==> config.mk <==
export PLATFORM = sky130hd
export DESIGN_NAME = div_seq
export DESIGN_NICKNAME = d
export VERILOG_FILES = /design/src/rtl/div_seq.sv
export SDC_FILE = /design/constraint.sdc
export NUM_CORES = 1
export LEC_CHECK = 0
export ABC_AREA = 1
export BUFFER_PORTS_ARGS = -buffer_cell sky130_fd_sc_hd__clkbuf_2
export CORE_ASPECT_RATIO = 1.2
export CORE_MARGIN = 1.5
export CORE_UTILIZATION = 55
export CTS_CLUSTER_DIAMETER = 150
export DETAILED_ROUTE_END_ITERATION = 12
export PLACE_DENSITY = 0.75
export SYNTH_ARGS = -nofsm -noshare
export SYNTH_HDL_FRONTEND = slang
export SYNTH_SLANG_ARGS = --single-unit
export TNS_END_PERCENT = 10
==> constraint.sdc <==
create_clock -name clk -period 7.45 [get_ports clk]
set_clock_uncertainty 0.15 [all_clocks]
set_input_delay 0.745 -clock clk [delete_from_list [all_inputs] [get_ports clk]]
set_output_delay 0.745 -clock clk [all_outputs]
set_load 0.005 [all_outputs]
==> src/rtl/div_seq.sv <==
// div_seq: multi-cycle radix-2 restoring divider sequencer for the execute
// stage. It accepts one DIV/DIVU at a time and returns {remainder, quotient}
// for the HI/LO write.
// Optional feature macro: DIV_FAST_SMALL_EN. When it is defined, a request
// whose dividend magnitude is below its divisor magnitude finishes at the
// acceptance edge.
module div_seq (
  input  logic        clk,
  input  logic        rst,
  input  logic        signed_div_i,
  input  logic [31:0] opdata1_i,
  input  logic [31:0] opdata2_i,
  input  logic        start_i,
  input  logic        annul_i,
  output logic [63:0] result_o,
  output logic        ready_o
);

  typedef enum logic [1:0] {S_FREE, S_BYZERO, S_ON, S_END} state_t;

  state_t      r_state, w_next;
  logic [4:0]  r_cnt;
  logic [64:0] r_work;     // {rem[64:32], quo[31:0]}
  logic [31:0] r_dvs;      // divisor magnitude
  logic        r_sgn1, r_sgn2, r_signed;
  logic [63:0] r_result;
  logic        r_ready;

  logic        w_accept;
  logic        w_small;
  logic [31:0] w_mag1, w_mag2;
  logic [64:0] w_shift, w_iter;
  logic [33:0] w_diff;
  logic [31:0] w_quo_fix, w_rem_fix;

  // Operand magnitudes: negate only signed operands with the sign bit set.
  assign w_mag1 = (signed_div_i && opdata1_i[31]) ? (~opdata1_i + 32'd1) : opdata1_i;
  assign w_mag2 = (signed_div_i && opdata2_i[31]) ? (~opdata2_i + 32'd1) : opdata2_i;

  assign w_accept = start_i && !annul_i;

`ifdef DIV_FAST_SMALL_EN
  assign w_small = (w_mag1 < w_mag2);
`else
  assign w_small = 1'b0;
`endif

  // One restoring step. The remainder never exceeds 32 bits, so a 34-bit
  // difference is enough to read the borrow from bit 33.
  assign w_shift = r_work << 1;
  assign w_diff  = {1'b0, w_shift[64:32]} - {2'b00, r_dvs};
  assign w_iter  = w_diff[33] ? w_shift : {w_diff[32:0], w_shift[31:1], 1'b1};

  // Quotient sign follows XOR of the operand signs. Remainder sign follows the dividend.
  assign w_quo_fix = (r_signed && (r_sgn1 ^ r_sgn2)) ? (~w_iter[31:0] + 32'd1) : w_iter[31:0];
  assign w_rem_fix = (r_signed && r_sgn1) ? (~w_iter[63:32] + 32'd1) : w_iter[63:32];

  // State register
  always_ff @(posedge clk) begin
    if (!rst) r_state <= S_FREE;
    else      r_state <= w_next;
  end

  // Next-state logic: annul aborts ON/BYZERO only, and END waits for start to drop
  always_comb begin
    w_next = r_state;
    case (r_state)
      S_FREE: begin
        if (w_accept) begin
          if (opdata2_i == 32'd0) w_next = S_BYZERO;
          else if (w_small)       w_next = S_END;
          else                    w_next = S_ON;
        end
      end
      S_BYZERO: w_next = annul_i ? S_FREE : S_END;
      S_ON: begin
        if (annul_i)             w_next = S_FREE;
        else if (r_cnt == 5'd31) w_next = S_END;
      end
      S_END:   if (!start_i) w_next = S_FREE;
      default: w_next = S_FREE;
    endcase
  end

  // Datapath: operand latch, iteration, and the registered result and ready outputs
  always_ff @(posedge clk) begin
    if (!rst) begin
      r_cnt    <= 5'd0;
      r_work   <= 65'd0;
      r_dvs    <= 32'd0;
      r_sgn1   <= 1'b0;
      r_sgn2   <= 1'b0;
      r_signed <= 1'b0;
      r_result <= 64'd0;
      r_ready  <= 1'b0;
    end else begin
      case (r_state)
        S_FREE: begin
          r_result <= 64'd0;
          r_ready  <= 1'b0;
          if (w_accept && opdata2_i != 32'd0) begin
            r_dvs    <= w_mag2;
            r_work   <= {33'd0, w_mag1};
            r_sgn1   <= opdata1_i[31];
            r_sgn2   <= opdata2_i[31];
            r_signed <= signed_div_i;
            r_cnt    <= 5'd0;
            if (w_small) begin
              r_result <= {opdata1_i, 32'd0};
              r_ready  <= 1'b1;
            end
          end
        end
        S_BYZERO: begin
          r_result <= 64'd0;
          r_ready  <= !annul_i;
        end
        S_ON: begin
          if (annul_i) begin
            r_result <= 64'd0;
            r_ready  <= 1'b0;
          end else begin
            r_work <= w_iter;
            r_cnt  <= r_cnt + 5'd1;
            if (r_cnt == 5'd31) begin
              r_result <= {w_rem_fix, w_quo_fix};
              r_ready  <= 1'b1;
            end
          end
        end
        S_END: begin
          if (!start_i) begin
            r_result <= 64'd0;
            r_ready  <= 1'b0;
          end
        end
        default: begin
          r_result <= 64'd0;
          r_ready  <= 1'b0;
        end
      endcase
    end
  end

  assign result_o = r_result;
  assign ready_o  = r_ready;

endmodule

==> metrics.yaml <==
die:
  start_util_pct: 56.2
  die_height_um: 169
  die_area_um2: 23900
  die_x_um: 141
  core_area_um2: 22400
  num_io_pins: 134
  fp-row-count: 60
clocking:
  root_buffer: "clkbuf_16"
  clockBufferDepth: 2
  cts_hold_buf: 0
  cts_made_buffers: 17
  cts_sinks: 171
  clkLatencyLatePin_ns: 0.44
  cts_setup_buffers: 0
  post_cts_resized: 0
  clk_pin_slew_ns: 0.07
  h-tree-depth: 4
  cts_tree: "yes"
grt:
  antenna_found_initial: 0
  grt_overflow: 0
  grt_first_pass_wirelength_um: 61400
  grt_pass1_vias: 12500
  grt.total_usage_pct: 32.2
  grt_max_degree: 98
flow_run:
  maxCapViolations: 0
drt:
  drtIter0Drc: 869
  ant_nets: 0
  firstDrtPassIters: 5
  wirelength_um: 38100
  vias_per_cell: 5.51
  drc: 0
  vias: 13400
  drt-wirelength-per-cell_um: 15.7
yosys:
  synth_area_leaders: "dfxtp_1 27%, nand2_1 18%, a21oi_1 8.3%"
  ys_seq_area_share_pct: 27.1
  synthTopCellsByCount: "607 x nand2_1, 237 x inv_1, 210 x a21oi_1, 185 x nor2_1, 171 x dfxtp_1"
  syn_area_um2: 12600
  synth-edff-count: 0
  synth.avg_cell_area_um2: 6.14
  synth_warnings: 0
  netlist.top_cell.by_area: "dfxtp_1"
  yosysMostFrequentCell: "nand2_1"
  ys_seq_elements: 171
  synth_nets: 2169
  synth_cells: 2057
  ys.flop_type: "dfxtp_1"
  synth_top_area_share_pct: 27.1
  ys_types: 58
  async_flop_share_pct: 0
place:
  portBuffers: 133
  routabilityCongestion: 0.981
  dpl.hpwl_um: 29400
  place_inst: 2399
critical_path:
  critPathLaunch: "r_dvs[22]$_SDFFE_PN0P_"
  critical_path_arrival_ns: 5.15
  crit_path_end: "result_o[30]$_SDFFE_PN0P_"
  cp.buffers_inverters: 3
  crit_required_ns: 7.65
  path_class: "reg2reg"
  r2r_end: "result_o[30]$_SDFFE_PN0P_"
  reg2reg_setup_slack_ns: 2.50
  worstRegToRegCells: 24
  crit_path_max_fanout: 60
  slowest_delay_ns: 0.39
  reg2reg_from: "r_dvs[22]$_SDFFE_PN0P_"
  cp-start-kind: "flip-flop"
  slowest_stage: "inv_2"
  cp_num_cells: 24
  crit_chain: "inv_1, ha_1, a21oi_2, nor2_1, nor2_2, o21ai_2, a21oi_4, nand2_8, inv_2, ha_1, nand3_1, nor3_1, nand3_1, nor3_2, nand3_1, o21ai_2, nand2_1, nor2_1, o21ai_1, clkinv_1, o21ai_0, a21oi_1, o21ai_1, a21oi_1"
  critPathCaptureType: "flip-flop"
  critical_path.top_delay_family: "simple AND/OR/NAND/NOR gates"
  path_common_cell: "nand3_1"
run_status:
  outcome: "finished, final reports clean"
hold_path:
  min_path_type: "reg2reg"
power_and_ir_drop:
  powerDensity_nw_per_um2: 245
  ir_worst_vdd_mv: 0.188
  p_leak_uw: 0.00664
layout:
  regArea_um2: 3420
  area_delta_synth_final_pct: 9.74
  instances_no_fill: 2431
  fin_nets: 2251
  drive_gt1_share_pct: 11.7
  n_fill_cell: 2261
  antenna_cells: 0
  multi_input_area_um2: 7840
sta:
  slew_viol_final: 0
  hold_viol: 0
  max_freq_mhz: 202
  relSlewSlack_pct: 26.4
  setup_viol: 0
  rsz0062_at_grt: "no"
  fin_setup_tns_ns: 0
  post-route-period-util_pct: 66.5
  finalCriticalPeriod_ns: 4.95
  worstMarginPinSlew_ns: 1.10
[area by class of cell]
| class | count | area share [%] |
|---|---|---|
| Timing Repair Buffer | 139 | 5.13 |
| Sequential cell | 171 | 24.7 |
| Tap cell | 279 | 2.52 |
| Clock buffer | 19 | 3.20 |
| Inverter | 254 | 6.91 |
| Clock inverter | 13 | 0.930 |
| Multi-Input combinational cell | 1556 | 56.6 |
[worst min-delay path, delay by kind of cell, from the launching register on]
| kind | cells | cell delay [ns] |
|---|---|---|
| compound gates | 1 | 0.05 |
| flops | 1 | 0.31 |
| simple gates | 1 | 0.06 |
[metal layers]
layer	vias to the layer above	wire, um	GRT usage [%]
met4	0	1970	16.5
met1	6064	15400	37.8
li1	6780	-	-
met5	-	0	0
met3	109	1910	4.02
met2	440	18800	57.2
[how the worst min path moves through the flow]
stage / end / slack [ns] / start / depth (start not counted)
after global routing: result_o[59]$_SDFFE_PN0P_ / 0.33 / result_o[59]$_SDFFE_PN0P_ / 2
after detailed placement: result_o[61]$_SDFFE_PN0P_ / 0.30 / result_o[61]$_SDFFE_PN0P_ / 2
after global placement: result_o[57]$_SDFFE_PN0P_ / 0.30 / result_o[57]$_SDFFE_PN0P_ / 2
after CTS: result_o[61]$_SDFFE_PN0P_ / 0.32 / result_o[61]$_SDFFE_PN0P_ / 2
after floorplan: r_dvs[23]$_SDFFE_PN0P_ / 0.28 / r_dvs[23]$_SDFFE_PN0P_ / 2
final: result_o[26]$_SDFFE_PN0P_ / 0.31 / result_o[26]$_SDFFE_PN0P_ / 2
[registers in the layout, indices dropped and copies added (netlist names)]
name      flops
r_sgn1        1
r_state       2
result_o     64
r_cnt         5
r_signed      1
r_dvs        32
ready_o       1
r_work       64
r_sgn2        1
[power by group]
group | switching, uW | internal, uW | total (uW) | leakage [uW]
clock | 417 | 451 | 868 | 0.000272
combinational | 990 | 426 | 1420 | 0.00498
sequential | 99.7 | 1010 | 1110 | 0.00139
[kinds of logic (layout without fill, tap and decap cells)]
| group | Yosys count | count (layout) | share of synthesized area, % |
|---|---|---|---|
| compound gates | 412 | 412 | 17.8 |
| xor+xnor | 75 | 75 | 5.20 |
| fa+ha+maj | 43 | 43 | 4.32 |
| buf+inv | 330 | 425 | 10.9 |
| flops | 171 | 171 | 27.1 |
| simple gates | 1026 | 1026 | 34.6 |
[placed cells by master (no fill, tap or decap), types with 5 or more instances in the layout]
master / instances
o21ai_2: 10
o31ai_1: 7
inv_1: 236
o21ai_1: 8
xor2_1: 50
dfxtp_1: 171
a21oi_1: 210
nor2_1: 185
inv_2: 11
a211oi_1: 18
buf_4: 6
nor2_2: 11
xnor2_1: 25
o21ai_0: 127
nand2_2: 18
clkinv_1: 5
clkbuf_2: 133
or2_2: 6
nor3_1: 24
a31oi_1: 10
nand4_1: 19
nand3b_1: 10
nand2_1: 606
o21bai_1: 5
ha_1: 42
nand3_1: 117
clkbuf_16: 17
[per-stage QoR]
step	setup WS (ns)	area, um2	power [uW]	utilization [%]	hold WS, ns
6_report	2.50	13900	3400	61.7	0.314
3_3_place_gp	2.35	13300	2490	59.2	0.301
4_1_cts	2.62	13900	3380	61.7	0.317
2_1_floorplan	3.78	12600	2170	-	0.280
3_5_place_dp	2.18	13300	2520	59.2	0.305
5_1_grt	2.03	13900	3640	61.7	0.330
Power figures use the tool's default switching activity.
